==> src/rtl/if_pkg.sv <==
`default_nettype none
// ============================================================================
// Module   : if_pkg
// Purpose  : Shared types and constants for the instruction fetch unit.
//            Holds the fetch FSM state encoding, the NOP instruction that is
//            presented when the fetch queue is empty, and the {pc, inst}
//            queue entry type.
// Revision : 1.0 - initial release
// ============================================================================
package if_pkg;

  // Width of one fetch queue field (pc or inst).
  localparam int IF_XLEN = 32;

  // addi x0, x0, 0 -- presented on IF_inst when nothing is queued.
  localparam logic [IF_XLEN-1:0] IF_NOP = 32'h0000_0013;

  // Fetch FSM states:
  //   ST_IDLE  - no request outstanding
  //   ST_WAIT  - request outstanding, its data will be queued
  //   ST_DRAIN - request outstanding, its data will be thrown away
  typedef enum logic [1:0] {
    ST_IDLE  = 2'd0,
    ST_WAIT  = 2'd1,
    ST_DRAIN = 2'd2
  } fetch_state_e;

  // One fetch queue entry.
  typedef struct packed {
    logic [IF_XLEN-1:0] pc;
    logic [IF_XLEN-1:0] inst;
  } fetch_entry_t;

endpackage : if_pkg
`default_nettype wire

==> src/rtl/if_fetch_q.sv <==
`default_nettype none
// ============================================================================
// Module   : if_fetch_q
// Purpose  : Two-entry {pc, inst} FIFO between the fetch FSM and the IF/ID
//            consumer. Entry 0 is always the head; a pop shifts entry 1 down.
//            Push and pop in the same cycle both take effect. Flush empties
//            the queue and overrides push/pop.
// Ports    :
//   i_clk        in   rising-edge clock
//   i_rst        in   synchronous active-high reset (queue empty)
//   i_flush      in   discard all entries
//   i_push       in   append i_push_entry
//   i_push_entry in   entry to append
//   i_pop        in   remove head (ignored while empty)
//   o_count      out  number of valid entries (0..2)
//   o_head       out  head entry (don't-care while o_count == 0)
// Revision : 1.0 - initial release
// ============================================================================
module if_fetch_q
  import if_pkg::*;
(
  input  logic         i_clk,
  input  logic         i_rst,
  input  logic         i_flush,
  input  logic         i_push,
  input  fetch_entry_t i_push_entry,
  input  logic         i_pop,
  output logic [1:0]   o_count,
  output fetch_entry_t o_head
);

  fetch_entry_t slot0_q, slot0_d;
  fetch_entry_t slot1_q, slot1_d;
  logic [1:0]   count_q, count_d;

  logic         pop_ok;
  logic         push_ok;
  logic [1:0]   occ_after_pop;

  always_comb begin
    pop_ok        = i_pop && (count_q != 2'd0);
    // A full queue can still accept a push when the head leaves this cycle.
    push_ok       = i_push && ((count_q != 2'd2) || pop_ok);
    occ_after_pop = count_q - {1'b0, pop_ok};

    slot0_d = slot0_q;
    slot1_d = slot1_q;
    count_d = count_q;

    if (i_flush) begin
      count_d = 2'd0;
    end else begin
      if (pop_ok) begin
        slot0_d = slot1_q;
      end
      // The new entry lands in the first slot left free after the pop.
      if (push_ok) begin
        if (occ_after_pop == 2'd0) begin
          slot0_d = i_push_entry;
        end else begin
          slot1_d = i_push_entry;
        end
      end
      count_d = occ_after_pop + {1'b0, push_ok};
    end
  end

  always_ff @(posedge i_clk) begin
    if (i_rst) begin
      slot0_q <= '0;
      slot1_q <= '0;
      count_q <= 2'd0;
    end else begin
      slot0_q <= slot0_d;
      slot1_q <= slot1_d;
      count_q <= count_d;
    end
  end

  assign o_count = count_q;
  assign o_head  = slot0_q;

endmodule : if_fetch_q
`default_nettype wire

==> src/rtl/if_fetch_unit.sv <==
`default_nettype none
// ============================================================================
// Module   : if_fetch_unit
// Purpose  : Instruction fetch stage. Issues one outstanding request at a
//            time to instruction memory, buffers returned instructions in a
//            two-entry queue and presents the head to the decode stage.
//            Redirects flush the queue; a redirect that arrives while a
//            request is still outstanding marks that request's data for
//            discard (DRAIN) and re-fetches once it completes.
//
//            Build option IF_FETCH_MISALIGN_EN:
//              defined   - a redirect target with bits [1:0] != 0 raises
//                          o_misalign, flushes, idles and blocks fetching
//                          until the next aligned redirect or reset.
//              undefined - o_misalign is absent; redirect target bits [1:0]
//                          are forced to zero.
// Ports    :
//   i_clk          in   rising-edge clock
//   i_rst          in   synchronous active-high reset
//   i_stall        in   IF/ID buffer not accepting
//   i_redirect     in   branch/jump taken, flush fetch
//   i_redirect_pc  in   redirect target
//   o_imem_req     out  instruction memory request
//   o_imem_addr    out  request address (stable from issue to ack)
//   i_imem_ack     in   request accepted, rdata valid this cycle
//   i_imem_rdata   in   fetched instruction
//   IF_inst        out  head instruction (NOP when empty)
//   IF_pc          out  head PC (0 when empty)
//   IF_valid       out  queue non-empty
//   o_misalign     out  misaligned redirect flag (IF_FETCH_MISALIGN_EN only)
// Revision : 1.0 - initial release
// ============================================================================
module if_fetch_unit
  import if_pkg::*;
#(
  parameter int               WIDTH    = 32,
  parameter logic [WIDTH-1:0] RESET_PC = 32'h0000_0000
) (
  input  logic             i_clk,
  input  logic             i_rst,
  input  logic             i_stall,
  input  logic             i_redirect,
  input  logic [WIDTH-1:0] i_redirect_pc,
  output logic             o_imem_req,
  output logic [WIDTH-1:0] o_imem_addr,
  input  logic             i_imem_ack,
  input  logic [WIDTH-1:0] i_imem_rdata,
  output logic [WIDTH-1:0] IF_inst,
  output logic [WIDTH-1:0] IF_pc,
  output logic             IF_valid
`ifdef IF_FETCH_MISALIGN_EN
  ,
  output logic             o_misalign
`endif
);

  fetch_state_e     state_q, state_d;
  logic [WIDTH-1:0] pc_q, pc_d;
  logic [WIDTH-1:0] req_addr_q, req_addr_d;

  logic [WIDTH-1:0] tgt;
  logic             tgt_misaligned;
  logic             misalign_q;

  logic [1:0]       q_count;
  fetch_entry_t     q_head;
  fetch_entry_t     push_entry;
  logic             q_push;
  logic             q_pop;
  logic             q_flush;

  logic             ack_live;
  logic [1:0]       count_after;
  logic             issue_ok;

`ifdef IF_FETCH_MISALIGN_EN
  logic misalign_d;
  assign tgt            = i_redirect_pc;
  assign tgt_misaligned = |i_redirect_pc[1:0];
  assign o_misalign     = misalign_q;
`else
  assign tgt            = {i_redirect_pc[WIDTH-1:2], 2'b00};
  assign tgt_misaligned = 1'b0;
  assign misalign_q     = 1'b0;
`endif

  // --------------------------------------------------------------------------
  // Queue control
  // --------------------------------------------------------------------------
  assign q_pop   = (q_count != 2'd0) && !i_stall;
  assign q_push  = (state_q == ST_WAIT) && i_imem_ack && !i_redirect;
  assign q_flush = i_redirect;

  assign push_entry.pc   = IF_XLEN'(req_addr_q);
  assign push_entry.inst = IF_XLEN'(i_imem_rdata);

  if_fetch_q u_fetch_q (
    .i_clk        (i_clk),
    .i_rst        (i_rst),
    .i_flush      (q_flush),
    .i_push       (q_push),
    .i_push_entry (push_entry),
    .i_pop        (q_pop),
    .o_count      (q_count),
    .o_head       (q_head)
  );

  // --------------------------------------------------------------------------
  // Fetch FSM
  // --------------------------------------------------------------------------
  always_comb begin
    ack_live    = (state_q != ST_IDLE) && i_imem_ack;
    // Occupancy after this edge's push/pop; a new request is only launched
    // when its data is guaranteed a free slot.
    count_after = q_count - {1'b0, q_pop} + {1'b0, q_push};
    issue_ok    = (count_after <= 2'd1) && !misalign_q;

    state_d    = state_q;
    pc_d       = pc_q;
    req_addr_d = req_addr_q;
`ifdef IF_FETCH_MISALIGN_EN
    misalign_d = misalign_q;
`endif

    if (i_redirect) begin
      if (tgt_misaligned) begin
        // Drop any outstanding request; a later ack is ignored in IDLE.
        state_d = ST_IDLE;
`ifdef IF_FETCH_MISALIGN_EN
        misalign_d = 1'b1;
`endif
      end else begin
`ifdef IF_FETCH_MISALIGN_EN
        misalign_d = 1'b0;
`endif
        if ((state_q == ST_IDLE) || ack_live) begin
          // Memory port is free this edge: request the target right away.
          state_d    = ST_WAIT;
          req_addr_d = tgt;
          pc_d       = tgt + WIDTH'(4);
        end else begin
          // Old request still in flight: remember the target, wait it out.
          state_d = ST_DRAIN;
          pc_d    = tgt;
        end
      end
    end else begin
      case (state_q)
        ST_IDLE: begin
          if (issue_ok) begin
            state_d    = ST_WAIT;
            req_addr_d = pc_q;
            pc_d       = pc_q + WIDTH'(4);
          end
        end
        ST_WAIT, ST_DRAIN: begin
          // WAIT data is pushed by q_push; DRAIN data is simply not pushed.
          if (i_imem_ack) begin
            if (issue_ok) begin
              state_d    = ST_WAIT;
              req_addr_d = pc_q;
              pc_d       = pc_q + WIDTH'(4);
            end else begin
              state_d = ST_IDLE;
            end
          end
        end
        default: begin
          state_d = ST_IDLE;
        end
      endcase
    end
  end

  always_ff @(posedge i_clk) begin
    if (i_rst) begin
      state_q    <= ST_IDLE;
      pc_q       <= RESET_PC;
      req_addr_q <= '0;
`ifdef IF_FETCH_MISALIGN_EN
      misalign_q <= 1'b0;
`endif
    end else begin
      state_q    <= state_d;
      pc_q       <= pc_d;
      req_addr_q <= req_addr_d;
`ifdef IF_FETCH_MISALIGN_EN
      misalign_q <= misalign_d;
`endif
    end
  end

  // --------------------------------------------------------------------------
  // Outputs
  // --------------------------------------------------------------------------
  assign o_imem_req  = (state_q != ST_IDLE);
  assign o_imem_addr = req_addr_q;
  assign IF_valid    = (q_count != 2'd0);
  assign IF_pc       = IF_valid ? WIDTH'(q_head.pc)   : '0;
  assign IF_inst     = IF_valid ? WIDTH'(q_head.inst) : WIDTH'(IF_NOP);

endmodule : if_fetch_unit
`default_nettype wire

==> config.mk <==
export PLATFORM = sky130hd
export DESIGN_NAME = if_fetch_unit
export DESIGN_NICKNAME = d
export VERILOG_FILES = /design/src/rtl/if_pkg.sv /design/src/rtl/if_fetch_q.sv /design/src/rtl/if_fetch_unit.sv
export SDC_FILE = /design/constraint.sdc
export NUM_CORES = 1
export LEC_CHECK = 0
export CAP_MARGIN = 20
export CORE_MARGIN = 5
export CORE_UTILIZATION = 57
export DETAILED_ROUTE_END_ITERATION = 12
export HOLD_SLACK_MARGIN = 0.06
export PLACE_DENSITY = 0.89
export SYNTH_ARGS = -nofsm -noshare
export SYNTH_HDL_FRONTEND = slang
export SYNTH_SLANG_ARGS = --single-unit
==> constraint.sdc <==
create_clock -name i_clk -period 5.7 [get_ports i_clk]
set_clock_uncertainty 0.2 [all_clocks]
set_input_delay 1.71 -clock i_clk [delete_from_list [all_inputs] [get_ports i_clk]]
set_output_delay 1.71 -clock i_clk [all_outputs]
set_load 0.02 [all_outputs]
==> Word level (Yosys, flattened, before mapping) <==
Index checks and enable logic that the tools add are counted.
{ "totals": {"regBits": 196, "input_bits": 69, "out_inout_bits": 98, "wordCells": 65} }
{ "classes": {"addsub": 6, "magnitude_cmp": 1, "n_eq_ne": 6, "muxes": 21, "n_bitwise": 2, "reduce_logical": 21} }
{ "op_table": {"columns": ["operator", "count"], "rows": [
  ["$mux W32", 10],
  ["$mux W64", 3],
  ["$pmux W32 S2", 2],
  ["$add A32 B3 Y32 const B", 2],
  ["$mux W2", 4],
  ["$logic_and A1 B1 Y1", 6],
  ["$ne A3 B3 Y1 const B", 2],
  ["$reduce_and A3 Y1", 2],
  ["$add A2 B1 Y2", 2],
  ["$logic_not A2 Y1", 2],
  ["$pmux W2 S2", 1],
  ["$reduce_and A2 Y1", 2],
  ["$reduce_bool A2 Y1", 2],
  ["$reduce_or A2 Y1", 2],
  ["$sub A2 B1 Y2", 2],
  ["$reduce_bool A3 Y1", 1],
  ["$eq A2 B1 Y1 const B", 1],
  ["$eq A2 B2 Y1 const B", 1],
  ["$le A2 B1 Y1 const B", 1],
  ["$logic_not A1 Y1", 2],
  ["$logic_or A1 B1 Y1", 2],
  ["$ne A2 B1 Y1 const B", 1],
  ["$ne A2 B2 Y1 const B", 1],
  ["$not A1 Y1", 2],
  ["$mux W1", 1]
]} }

==> Logic depth before layout (Yosys ltp) <==
{ "depth": {"word_depth": 9, "mapped_depth": 12, "depth_no_buf": 10} }

==> Modules after synthesis <==
Synthesis repeated with hierarchy kept, for this count alone.
{ "unflattened": {"cells_unflattened": 1392, "area_unflattened_um2": 11732.5} }
{ "by_module_without_submodules": {"columns": ["module", "n_inst", "cells_each", "area_per_inst_um2", "seq_area_each_um2"], "rows": [
  ["if_fetch_q", 1, 863, 7453.4, 2602.5],
  ["if_fetch_unit", 1, 529, 4279.1, 1261.2]
]} }

==> Worst setup path after synthesis <==
No wires, ideal clock.
{ "synth_path": {"path_kind": "in2reg", "start": "input port i_stall", "end": "register pc_q[9]", "setup_time_ns": 0.086, "arrival_ns": 3.574, "t_required_ns": 5.414, "slack_ns": 1.840, "cell_stages": 9, "n_path_buf": 1, "path_cell_list": "nand2b_1 inv_1 ha_1 and4bb_2 xnor2_1 buf_2 nor3_1 xnor2_1 a211oi_1"} }
{ "synth_via": {"elab_chain_len": 9} }
{ "synth_rtl": {"columns": ["element", "line", "source"], "rows": [
  ["from (decl)", "if_fetch_unit.sv:41", "input logic i_stall,"],
  ["$logic_not A1 Y1 (*)", "if_fetch_unit.sv:90", "assign q_pop = (q_count != 2'd0) && !i_stall;"],
  ["$logic_and A1 B1 Y1 (*)", "if_fetch_unit.sv:90", null],
  ["$sub A2 B1 Y2 (*)", "if_fetch_unit.sv:115", "count_after = q_count - {1'b0, q_pop} + {1'b0, q_push};"],
  ["$add A2 B1 Y2 (*)", "if_fetch_unit.sv:115", null],
  ["$le A2 B1 Y1 (*)", "if_fetch_unit.sv:116", "issue_ok = (count_after <= 2'd1) && !misalign_q;"],
  ["$mux W32 (*)", null, null],
  ["$mux W32", null, null],
  ["$pmux W32 S2 (*)", null, null],
  ["$mux W32 (*)", null, null],
  ["to (signal assigned)", "if_fetch_unit.sv:185", "pc_q <= pc_d;"],
  ["to (decl)", "if_fetch_unit.sv:58", "logic [WIDTH-1:0] pc_q, pc_d;"]
]} }
Every way passes the cells marked *; elsewhere a longest branch is shown, timed or not. The select of a mux whose other input is x is not followed.
A chain may end at the register's enable or synchronous reset.

==> Worst setup path after layout <==
{ "layout_path": {"start": "input port i_stall", "end": "register pc_q[27]"} }
The elaborated chain is that of the path after synthesis.

==> flow_summary.ini <==
[critical_path]
reg2reg_depth = 11
cp_max_fo = 10
cp.required_ns = 5.86
path_class = in -> reg
worstPathArrival_ns = 5.09
path_depth = 9
cp-start-kind = input pin
path_buf_inv = 2
crit_path_top_delay_cell = xnor2_1
crit_family = simple AND/OR/NAND/NOR gates
crit_path_end_kind = register
crit_chain = clkdlybuf4s50_1 > nand2b_1 > inv_1 > ha_1 > and4bb_2 > xnor2_1 > nand2_1 > or4_1 > o211ai_1
slowest_delay_ns = 0.80

[global_routing]
grt_pass1_vias = 8259
grt-ovfl-total = 0
grt_usage_pct = 28.0
grt_pass1_wl_microns = 42100
antenna_found_initial = 0
grt_max_degree = 94

[finish]
fin_util_pct = 72.9
area_growth_pct = 25.7
register_area_sq_um = 3840
instances_no_fill = 1450
drive_above_1_share_pct = 5.92
fillers = 1200
antenna_cells = 0
multiInputGateArea_sq_um = 4950
finalInstanceArea_sq_um = 11500
fin_nets = 1298

[sta]
clock.fmax_mhz = 203
period_minus_slack_ns = 4.94
whs_ns = 0.255
worstMarginPinSlew_ns = 1.06
slew-limit-headroom_pct = 29.4
drv_slew = 0
setup_viol = 0
fin_ws_ns = 0.762
hold_violations = 0
tns_ns = 0
rsz0062_at_grt = no
fin_crit_sh_pct = 86.6

[run_status]
status = finished, final reports clean

[placement]
place_ws_ns = 0.470
dp.cells = 1419
io_buffer_count = 164
post-dp-hpwl_microns = 17100
place.gp.congestion = 0.912
place_area_sq_um = 10900

[clocking]
htree_levels = 4
numClockSinks = 192
post_cts_resized = 0
clkLatencyLatePin_ns = 0.44
clk_path_buf_depth = 2
clk_pin_slew_ns = 0.07
cts_inserted_buffers = 17
cts_tree = yes
postCtsSetupRepairBufs = 0
root_buffer = clkbuf_16
cts_hold_buf = 0

[logic_synthesis]
syn_inst = 1116
synth_most_common_cell = dfxtp_1
yosys.area.top_type = dfxtp_1
synthFlopType = dfxtp_1
synth.distinct_cells = 54
netlist_area_sq_um = 9180
synth.net_count = 1192
async_flop_share_pct = 0
synth-edff-count = 0
synth.top_cell.area_share_pct = 41.9
ys_ff_latch = 192
ys_warn_count = 0
syn_area_per_cell_sq_um = 8.23
yosys-top-cells-count = dfxtp_1 (192), nand2_1 (154), nor2_1 (107)
yosysSeqAreaShare_pct = 41.9
synth_area_leaders = dfxtp_1 (42%), a211oi_1 (8.4%), nand2_1 (6.3%)

[power]
powerDensity_nw_per_um2 = 285
total_power_mw = 3.29
leakagePower_nw = 3.97
ir_drop_mv = 0.256

[floorplan]
die_h_microns = 137
io_pins = 167
start_util_pct = 58.0
die_x_microns = 137
core_area_sq_um = 15800
rows = 46
die-area_sq_um = 18700

[hold_path]
whs_path_depth = 2
hold_path_class = reg -> reg

[detailed_routing]
viasPerCell = 6.06
postRouteWirelength_microns = 26500
ant_nets = 0
routedWlPerCell_microns = 18.3
first_pass_iters = 5
vias = 8790
drc_errors = 0
drt_iter0_drc = 644

[flow_run]
cap_violations = 0
[final timing paths]
path / slack, ns / to / startpoint
min reg2reg: 0.25 / u_fetch_q.slot1_q[0] / u_fetch_q.slot1_q[0]
max: 0.76 / pc_q[27] / i_stall
min: 0.25 / u_fetch_q.slot1_q[0] / u_fetch_q.slot1_q[0]
max reg2reg: 1.59 / pc_q[27] / u_fetch_q.o_count[0]
[layer usage]
| metal | GRT usage, % | part of all wire, % | vias to the layer above |
|---|---|---|---|
| li1 | - | - | 4209 |
| met1 | 35.7 | 41 | 4179 |
| met2 | 47.8 | 50 | 352 |
| met3 | 4.56 | 7.0 | 50 |
| met4 | 9.76 | 2.4 | 0 |
| met5 | 0 | 0 | - |
[sequential cells by signal, indices dropped and copies added (netlist names)]
| name | count |
|---|---|
| pc_q | 30 |
| u_fetch_q.o_head | 64 |
| o_imem_addr | 31 |
| state_q | 2 |
| u_fetch_q.slot1_q | 63 |
| u_fetch_q.o_count | 2 |
[logic make-up (layout without fill, tap and decap cells)]
kind of cell               after synthesis  after routing  share of synthesized area [%]
and+or+nand+nor                        441            441                           23.5
muxes                                   33             33                           3.67
xor gates and xnor gates                46             46                           4.47
DFF                                    192            192                           41.9
adders and majority gates                7              7                          0.954
buffers and inverters                  104            222                           4.54
AOI/OAI and AO/OA                      293            293                           21.1
[layout by cell type (no fill, tap or decap), drive strengths merged, types with 18 or more instances in the layout]
cell type,n
dfxtp,192
clkdlybuf4s50,162
nand2,154
nor2,107
a211oi,103
a21oi,80
o22ai,66
and2,65
mux2i,28
xor2,24
nand4,24
xnor2,22
nand3,19
buf,18
[worst register-to-register path, stage by stage, from the launching register on]
cell      delay [ns]
dfxtp_1         0.44
nor2_1          0.11
inv_1           0.06
buf_4           0.46
nand2b_1        0.21
inv_1           0.14
ha_1            0.27
and4bb_2        0.31
xnor2_1         0.80
nand2_1         0.36
or4_1           0.57
o211ai_1        0.11
[power by group]
part | internal [mW] | switching (mW)
registers | 1.41 | 0.0694
logic | 0.199 | 0.270
clock network | 0.821 | 0.515
total | 2.43 | 0.855
[cell type report]
| type | instances | share of cell area, % |
|---|---|---|
| flip-flops and latches | 192 | 33.3 |
| repair buffers | 180 | 15.3 |
| clock buffers | 17 | 3.69 |
| inverters | 11 | 0.358 |
| clock inverters | 14 | 2.05 |
| well taps | 216 | 2.34 |
| multi-input cells | 820 | 42.9 |
(Power assumes the default switching activity.)
